$ cat src/rtl/am_mod_pkg.sv
// Shared mode encoding, depth scaling constants and offset-binary helpers for the AM modulator.
package am_mod_pkg;

  typedef enum logic [1:0] {
    ModeAm   = 2'd0,
    ModeDsb  = 2'd1,
    ModeCw   = 2'd2,
    ModeRsvd = 2'd3
  } am_mode_e;

  // Depth code is in tenths: ma * 102 / 1024 ~= ma / 10.
  localparam int unsigned DEPTH_COEF  = 102;
  localparam int unsigned DEPTH_SHIFT = 10;
  localparam int unsigned MA_RESET    = 10;

  // Offset binary and two's complement differ only in the MSB; widths up to 32 bits.
  function automatic logic [31:0] ob_flip(input logic [31:0] x, input int unsigned w);
    return x ^ (32'd1 << (w - 1));
  endfunction

  // Offset-binary code for zero (mid-scale).
  function automatic logic [31:0] ob_mid(input int unsigned w);
    return 32'd1 << (w - 1);
  endfunction

endpackage

$ cat src/rtl/am_mod_mul.sv
// Registered signed multiplier with clock enable; product is full precision for AW x BW operands.
module am_mod_mul #(
  parameter int unsigned AW = 16,
  parameter int unsigned BW = 16,
  parameter int unsigned PW = AW + BW
) (
  input  logic                 clk,
  input  logic                 rst_n,
  input  logic                 en_i,
  input  logic signed [AW-1:0] a_i,
  input  logic signed [BW-1:0] b_i,
  output logic signed [PW-1:0] p_o
);

  logic signed [PW-1:0] a_ext;
  logic signed [PW-1:0] b_ext;
  logic signed [PW-1:0] p_d;
  logic signed [PW-1:0] p_q;

  always_comb begin
    a_ext = {{(PW - AW){a_i[AW-1]}}, a_i};
    b_ext = {{(PW - BW){b_i[BW-1]}}, b_i};
    p_d   = a_ext * b_ext;
  end

  always_ff @(posedge clk or negedge rst_n) begin
    if (!rst_n) begin
      p_q <= '0;
    end else if (en_i) begin
      p_q <= p_d;
    end
  end

  assign p_o = p_q;

endmodule

$ cat src/rtl/am_mod_pipe.sv
// Three-stage AM / DSB-SC / CW modulator with valid/ready handshakes on both sides.
// Define AM_MOD_SAT_EN to clamp out-of-range results and add the sat_flag output.
module am_mod_pipe
  import am_mod_pkg::*;
#(
  parameter int unsigned DW     = 16,
  parameter int unsigned MAW    = 4,
  parameter int unsigned MA_MAX = 15
) (
  input  logic           clk,
  input  logic           rst_n,
  input  logic           in_valid,
  output logic           in_ready,
  input  logic [DW-1:0]  carrier,
  input  logic [DW-1:0]  sig_mod,
  input  logic           cfg_we,
  input  logic [MAW-1:0] cfg_ma,
  input  logic [1:0]     cfg_mode,
  output logic           cfg_err,
  output logic           out_valid,
  input  logic           out_ready,
  output logic [DW-1:0]  sig_out
`ifdef AM_MOD_SAT_EN
  ,
  output logic           sat_flag
`endif
);

  localparam int unsigned GW  = MAW + 7;      // depth gain ma*102
  localparam int unsigned P1W = DW + GW + 1;  // m * g, gain zero-extended to signed
  localparam int unsigned SW  = DW + 3;       // envelope s
  localparam int unsigned P2W = SW + DW;      // s * c

  localparam logic signed [P1W-1:0] FullScaleP1 = {{(P1W - DW + 1){1'b0}}, {(DW - 1){1'b1}}};
`ifdef AM_MOD_SAT_EN
  localparam logic signed [P2W-1:0] YMax = {{(P2W - DW + 1){1'b0}}, {(DW - 1){1'b1}}};
  localparam logic signed [P2W-1:0] YMin = {{(P2W - DW + 1){1'b1}}, {(DW - 1){1'b0}}};
`endif

  logic en;

  // Run-time configuration
  logic [MAW-1:0] ma_q, ma_d;
  am_mode_e       mode_q, mode_d;
  logic           cfg_err_q, cfg_err_d;

  always_comb begin
    ma_d      = ma_q;
    mode_d    = mode_q;
    cfg_err_d = 1'b0;
    if (cfg_we) begin
      ma_d = (32'(cfg_ma) > MA_MAX) ? MAW'(MA_MAX) : cfg_ma;
      if (am_mode_e'(cfg_mode) == ModeRsvd) begin
        cfg_err_d = 1'b1;
      end else begin
        mode_d = am_mode_e'(cfg_mode);
      end
    end
  end

  always_ff @(posedge clk or negedge rst_n) begin
    if (!rst_n) begin
      ma_q      <= MAW'(MA_RESET);
      mode_q    <= ModeAm;
      cfg_err_q <= 1'b0;
    end else begin
      ma_q      <= ma_d;
      mode_q    <= mode_d;
      cfg_err_q <= cfg_err_d;
    end
  end

  // Stage 1: convert to signed, form depth gain from the config in force at acceptance
  logic signed [DW-1:0] c_in;
  logic signed [DW-1:0] m_in;
  logic [GW-1:0]        g_in;
  logic signed [GW:0]   g_s;

  always_comb begin
    c_in = DW'(ob_flip(32'(carrier), DW));
    m_in = DW'(ob_flip(32'(sig_mod), DW));
    g_in = GW'(ma_q) * GW'(DEPTH_COEF);
    g_s  = {1'b0, g_in};
  end

  logic signed [P1W-1:0] p1;

  am_mod_mul #(
    .AW (DW),
    .BW (GW + 1),
    .PW (P1W)
  ) u_mul_mg (
    .clk   (clk),
    .rst_n (rst_n),
    .en_i  (en),
    .a_i   (m_in),
    .b_i   (g_s),
    .p_o   (p1)
  );

  logic                 v1_q;
  logic signed [DW-1:0] c1_q;
  am_mode_e             mode1_q;
  logic                 v2_q;
  logic                 out_valid_q;
  logic [DW-1:0]        sig_out_q;

  // Stage 2: envelope per mode
  logic signed [P1W-1:0] t_full;
  logic signed [P1W-1:0] s_full;
  logic signed [SW-1:0]  s2;
  logic                  unused_s_hi;

  always_comb begin
    t_full = p1 >>> DEPTH_SHIFT;
    case (mode1_q)
      ModeAm:  s_full = FullScaleP1 + t_full;
      ModeDsb: s_full = t_full;
      ModeCw:  s_full = FullScaleP1;
      default: s_full = '0;
    endcase
    s2 = s_full[SW-1:0];
  end

  // Envelope range is bounded by MA_MAX, so the dropped bits are pure sign extension.
  assign unused_s_hi = ^s_full[P1W-1:SW];

  logic signed [P2W-1:0] p2;

  am_mod_mul #(
    .AW (SW),
    .BW (DW),
    .PW (P2W)
  ) u_mul_sc (
    .clk   (clk),
    .rst_n (rst_n),
    .en_i  (en),
    .a_i   (s2),
    .b_i   (c1_q),
    .p_o   (p2)
  );

  // Stage 3: rescale, fit to DW, back to offset binary
  logic signed [P2W-1:0] y_full;
  logic signed [DW-1:0]  y_fit;
  logic [DW-1:0]         sig_out_d;
`ifdef AM_MOD_SAT_EN
  logic sat_d;
  logic sat_q;
`else
  logic unused_y_hi;
`endif

  always_comb begin
    y_full = p2 >>> (DW - 1);
    y_fit  = y_full[DW-1:0];
`ifdef AM_MOD_SAT_EN
    sat_d = 1'b0;
    if (y_full > YMax) begin
      y_fit = YMax[DW-1:0];
      sat_d = 1'b1;
    end else if (y_full < YMin) begin
      y_fit = YMin[DW-1:0];
      sat_d = 1'b1;
    end
`endif
    sig_out_d = DW'(ob_flip(32'(y_fit), DW));
  end

`ifndef AM_MOD_SAT_EN
  // Wrap mode keeps only the low DW bits.
  assign unused_y_hi = ^y_full[P2W-1:DW];
`endif

  // A single enable freezes every stage while the output is held.
  assign en = !out_valid_q || out_ready;

  always_ff @(posedge clk or negedge rst_n) begin
    if (!rst_n) begin
      v1_q        <= 1'b0;
      c1_q        <= '0;
      mode1_q     <= ModeAm;
      v2_q        <= 1'b0;
      out_valid_q <= 1'b0;
      sig_out_q   <= DW'(ob_mid(DW));
`ifdef AM_MOD_SAT_EN
      sat_q       <= 1'b0;
`endif
    end else if (en) begin
      v1_q        <= in_valid;
      c1_q        <= c_in;
      mode1_q     <= mode_q;
      v2_q        <= v1_q;
      out_valid_q <= v2_q;
      sig_out_q   <= sig_out_d;
`ifdef AM_MOD_SAT_EN
      sat_q       <= sat_d;
`endif
    end
  end

  assign in_ready  = en;
  assign out_valid = out_valid_q;
  assign sig_out   = sig_out_q;
  assign cfg_err   = cfg_err_q;
`ifdef AM_MOD_SAT_EN
  assign sat_flag  = sat_q;
`endif

endmodule

$ cat config.mk
export PLATFORM = sky130hd
export DESIGN_NAME = am_mod_pipe
export DESIGN_NICKNAME = d
export VERILOG_FILES = /design/src/rtl/am_mod_pkg.sv /design/src/rtl/am_mod_mul.sv /design/src/rtl/am_mod_pipe.sv
export SDC_FILE = /design/constraint.sdc
export NUM_CORES = 1
export LEC_CHECK = 0
export ABC_AREA = 1
export BUFFER_PORTS_ARGS = -buffer_cell sky130_fd_sc_hd__buf_4
export CORE_UTILIZATION = 30
export DETAILED_ROUTE_END_ITERATION = 10
export GPL_TIMING_DRIVEN = 0
export PLACE_DENSITY = 0.45
export SYNTH_ARGS = -nofsm -noshare
export SYNTH_HDL_FRONTEND = slang
export SYNTH_HIERARCHICAL = 1
export SYNTH_SLANG_ARGS = --single-unit
export TNS_END_PERCENT = 20
$ cat constraint.sdc
create_clock -name clk -period 6.45 [get_ports clk]
set_input_delay 0.645 -clock clk [delete_from_list [all_inputs] [get_ports clk]]
set_output_delay 0.645 -clock clk [all_outputs]
set_load 0.05 [all_outputs]
Yosys cells after proc, flatten, opt, wreduce, memory -nomap -nowiden

Index checks and enable logic that the tools add are counted.

Register bits: 102
Bits of input ports: 43
Output and inout bits: 19
Logic and storage cells: 29

Add/subtract/negate cells: 1
Multipliers: 3
Equal/unequal tests: 3
Muxes and demuxes: 3
Bitwise logic cells: 4
Reduce and logical (&&, ||, !) cells: 4

Operators with widths:

| operator                                                            | number |
|---|---|
| 19-bit case mux with 3 select lines                                 | 1 |
| 19-bit by 16-bit multiplier with 31-bit output                      | 1 |
| 16-bit by 11-bit multiplier with 27-bit output                      | 1 |
| 16-bit by 18-bit adder with 19-bit output, first input constant     | 1 |
| 4-bit by 6-bit multiplier with 10-bit output, second input constant | 1 |
| 2-bit == test, second input constant                                | 2 |
| 1-bit NOT                                                           | 4 |
| 2-bit by 1-bit == test with 1-bit output, second input constant     | 1 |
| 2-bit zero test                                                     | 1 |
| 1-bit two-way mux                                                   | 2 |
| 2-bit AND reduction                                                 | 1 |
| 1-bit zero test                                                     | 1 |
| 1-bit logical OR                                                    | 1 |

Logic depth before layout (Yosys ltp)

Depth in word-level cells: 3
Depth in mapped cells: 35
Gate-level depth less buffers: 33

Hierarchy

The synthesis kept the hierarchy.

Modules (own cells, without submodules):

| module                | times used | cells an instance | area each (sq um) | seq. area each (sq um) |
|---|---|---|---|---|
| am_mod_mul (u_mul_sc) | 1          | 1823              | 13656.8           | 875.8 |
| am_mod_mul (u_mul_mg) | 1          | 1193              | 8740.9            | 700.7 |
| am_mod_pipe           | 1          | 291               | 2543.7            | 1104.8 |

Least setup slack after synthesis

No wires, ideal clock.

Path kind: register -> register
Start: reg u_mul_mg.p_q[10] (netlist: u_mul_mg/p_o[10])
End: reg u_mul_sc/p_o[33] (netlist name)
Setup time: 0.117 ns
Arrival time: 6.220 ns
Required time: 6.333 ns
Slack: 0.112 ns
Stages on the path, launching flop included: 30
Buffers on the path: 1
Period minus slack after synthesis: 6.338 ns
Cells stage by stage: dfrtp_1 -> inv_1 -> ha_1 -> nand3_1 -> nor2_1 -> nand2_1 -> nand2_1 -> nand2_1 -> nor2_1 -> clkbuf_1 -> nand2_1 -> inv_1 -> fa_1 -> fa_1 -> inv_1 -> fa_1 -> fa_1 -> fa_1 -> fa_1 -> inv_1 -> ha_1 -> nand2_1 -> nor2_1 -> nand2_1 -> nor4_1 -> nand2_1 -> nand2_1 -> nand2_1 -> nand3_1 -> nand2_1

RTL lines:

| what                     | line             | source |
|---|---|---|
| start: declaration       | am_mod_mul.sv:18 | `logic signed [PW-1:0] p_q;` |
| start signal: assignment | am_mod_mul.sv:30 | `p_q <= p_d;` |

Worst setup path after layout

Start: reg u_mul_mg.p_q[11] (netlist: u_mul_mg/p_o[11])
End: reg u_mul_sc.p_q[19] (netlist: u_mul_sc/p_o[19])

Cells in the longest elaborated chain, start to end: 3

Ends and longest elaborated chain:

| what                                           | line               | source |
|---|---|---|
| 16-bit by 18-bit adder with 19-bit output      | am_mod_pipe.sv:117 | `ModeAm: s_full = FullScaleP1 + t_full;` |
| 19-bit case mux with 3 select lines            | am_mod_pipe.sv:116 | `case (mode1_q)` |
| named net s_full[8]                            | am_mod_pipe.sv:110 | `logic signed [P1W-1:0] s_full;` |
| 19-bit by 16-bit multiplier with 31-bit output | am_mod_mul.sv:23   | `p_d = a_ext * b_ext;` |
| end signal: assignment                         | am_mod_mul.sv:30   |  |
| end: declaration                               | am_mod_mul.sv:18   |  |

The timed path passes the listed nets, and every way through them passes these cells.
A chain may end at the register's enable or synchronous reset.

==> impl_summary.log <==
[metrics] run status: completed
[metrics] nature of the critical path endpoint: flip-flop
[metrics] Post-layout nets: 3802
[metrics] clock tree from TritonCTS: yes
[metrics] final standard cell count with taps included and fillers excluded: 4120
[metrics] period utilisation layout: 0.980
[metrics] Worst Path Class, Setup: reg -> reg
[metrics] layout overhead on the synthesized area: 18.4%
[metrics] latest clock arrival within the worst-skew pair: 0.41 ns
[metrics] Arr. time, crit path: 6.59 ns
[metrics] FF-to-FF path depth: 29
[metrics] Boundary Pins: 62
[metrics] Max Cap Violations: 0
[metrics] Mean Syn Cell Area: 7.52 µm²
[metrics] unrepaired setup endpoints after global routing: true
[metrics] gr usage total: 0.189
[metrics] required time at the endpoint of the critical path: 6.72 ns
[metrics] per-cell via count in the routed design: 4.35
[metrics] Final Instance Area: 26900 µm²
[metrics] antenna violations before repair: 0
[metrics] number of instances in the synthesized netlist: 3018
[metrics] worst-case headroom to the max-slew limit: 0.232
[metrics] top cell family by delay on the critical path: adder cells
[metrics] worst hold-check path type: in -> async
[metrics] placeable core region: 74700 µm²
[metrics] Placed Cells incl. Taps: 4049
[metrics] critical path launch point type: flip-flop
[metrics] clock slew seen by the registers of the worst setup and hold paths: 0.10 ns
[metrics] First-pass DRT Iterations: 5
[metrics] Die ar.: 76800 µm²
[metrics] total cell area at the placement stage: 24400 µm²
[metrics] remaining antenna violation count: 0
[metrics] quantity of hold-fixing buffers added after cts: 0
[metrics] Max Buffers Root-to-Sink: 2
[metrics] vias after detailed routing: 17900
[metrics] min Tclk post-route: 6.32 ns
[metrics] most common cell after layout, fill and taps aside: inv_1
[metrics] worst hold margin: 0.353 ns
[metrics] number of buffers created by CTS: 9
[metrics] final estimated routing congestion in global placement: 0.881
[metrics] die extent in y: 277 µm
[metrics] largest stage delay on the critical path: 0.61 ns
[metrics] post-route worst setup slack: 0.130 ns
[metrics] Bufs and invs on worst path: 9
[metrics] transition time of the tightest slew-check pin: 1.15 ns
[metrics] Filler Cell Count: 7984
[metrics] terminus of the critical flop-to-flop path: u_mul_sc/p_o[19]
[metrics] die width: 277 µm
[metrics] drt wl/cell: 16.9 µm
[metrics] worst reg-to-reg setup slack: 0.13 ns
[metrics] global route overflow: 0
[metrics] Starting Density: 0.304
[metrics] most used cells in the layout excluding fill and tap cells: 872 x inv_1, 815 x nand2_1, 444 x fa_1, 129 x buf_4, 113 x ha_1
[metrics] cell with the largest stage delay on the worst path: fa_2
[metrics] H-tree Lvls: 3
[metrics] DRC violations left: 0
[metrics] TritonCTS sink count: 78
[metrics] Critical Path Most Common Cell: fa_1
[metrics] maximum fanout along the worst path: 7
[metrics] pin count of the biggest net entering global routing: 79
[metrics] Setup Viol. Count Final: 0
[metrics] global-route wire length before repair: 111000 µm
[metrics] number of global-route vias before repair: 18700
[metrics] clock tree root driver cell: clkbuf_16
[metrics] worst slack at placement: -1.20 ns
[metrics] Syn Std Cell Area: 22700 µm²
[metrics] count of port buffers added during placement: 61
[metrics] site row count: 100
[metrics] number of pins exceeding their max-slew limit in the final report: 0
[metrics] HPWL after detailed placement: 58000 µm
[metrics] upper clock frequency limit: 0.158 GHz
[metrics] launch instance of the worst register-to-register path: u_mul_mg/p_o[11]
[metrics] number of DRC markers after the initial detailed-route iteration: 875
[metrics] YS warnings: 6
[metrics] count of final hold-check violations: 0
[metrics] Worst path depth: 29
[metrics] share of final-layout standard cells stronger than drive strength 1: 0.165
[metrics] total length of routed wires: 69500 µm
[metrics] Worst Skew: 0.0335 ns
-- stage by stage --
step | utilization | TNS (ns)
after floorplan | - | 0
after global placement | 0.326 | -32.63
after detailed placement | 0.326 | -32.73
after CTS | 0.343 | -0.00479
after global routing | 0.360 | -1.17
final | 0.360 | 0
-- final cells by class --
| type | instances | area, µm² | share of cell area |
|---|---|---|---|
| Antenna cell | 1 | 2.50 | 0.0000931 |
| Buffer | 106 | 851 | 0.0316 |
| Clock buffer | 9 | 225 | 0.00838 |
| Clock inverter | 7 | 73.8 | 0.00275 |
| Inverter | 903 | 3390 | 0.126 |
| Multi-Input combinational cell | 1915 | 18100 | 0.674 |
| Sequential cell | 78 | 1970 | 0.0733 |
| Tap cell | 969 | 1210 | 0.0451 |
| Timing Repair Buffer | 132 | 1030 | 0.0383 |
-- state kept, by name (all words and copies together) (netlist names) --
signal and cells:
out_valid 1, mode_q 2, cfg_err 1, u_mul_sc/p_o 16
c1_q 16, sig_out 16, v2_q 1, v1_q 1
u_mul_mg/p_o 18, ma_q 4, mode1_q 2
-- worst max-delay path by stage --
stage	start	endpoint	slack, ns
after floorplan	ma_q[2]	u_mul_mg/p_o[16]	0.13
after global placement	u_mul_mg/p_o[10]	u_mul_sc/p_o[20]	-1.20
after detailed placement	mode1_q[0]	u_mul_sc/p_o[16]	-1.20
after CTS	u_mul_mg/p_o[11]	u_mul_sc/p_o[20]	-0.005
after global routing	u_mul_mg/p_o[19]	u_mul_sc/p_o[19]	-0.09
final	u_mul_mg/p_o[11]	u_mul_sc/p_o[19]	0.13
-- layer usage --
layer	GRT usage	share of wire	vias to the layer above
met5	0	0	-
met4	0.0387	0.017	0
met3	0.0194	0.037	42
met2	0.293	0.44	292
met1	0.282	0.51	8827
li1	-	-	8760
-- timing repair --
item | CTS | global route
gates cloned | 0 | 2
pin swaps | 21 | 142
setup endpoints to repair | 34 | 33
buffers inserted | 19 | 50
gates resized for setup | 220 | 248
Power is left out: the tool's default activity adds up to more than one toggle a clock period on the data nets, which glitch-free logic cannot reach.
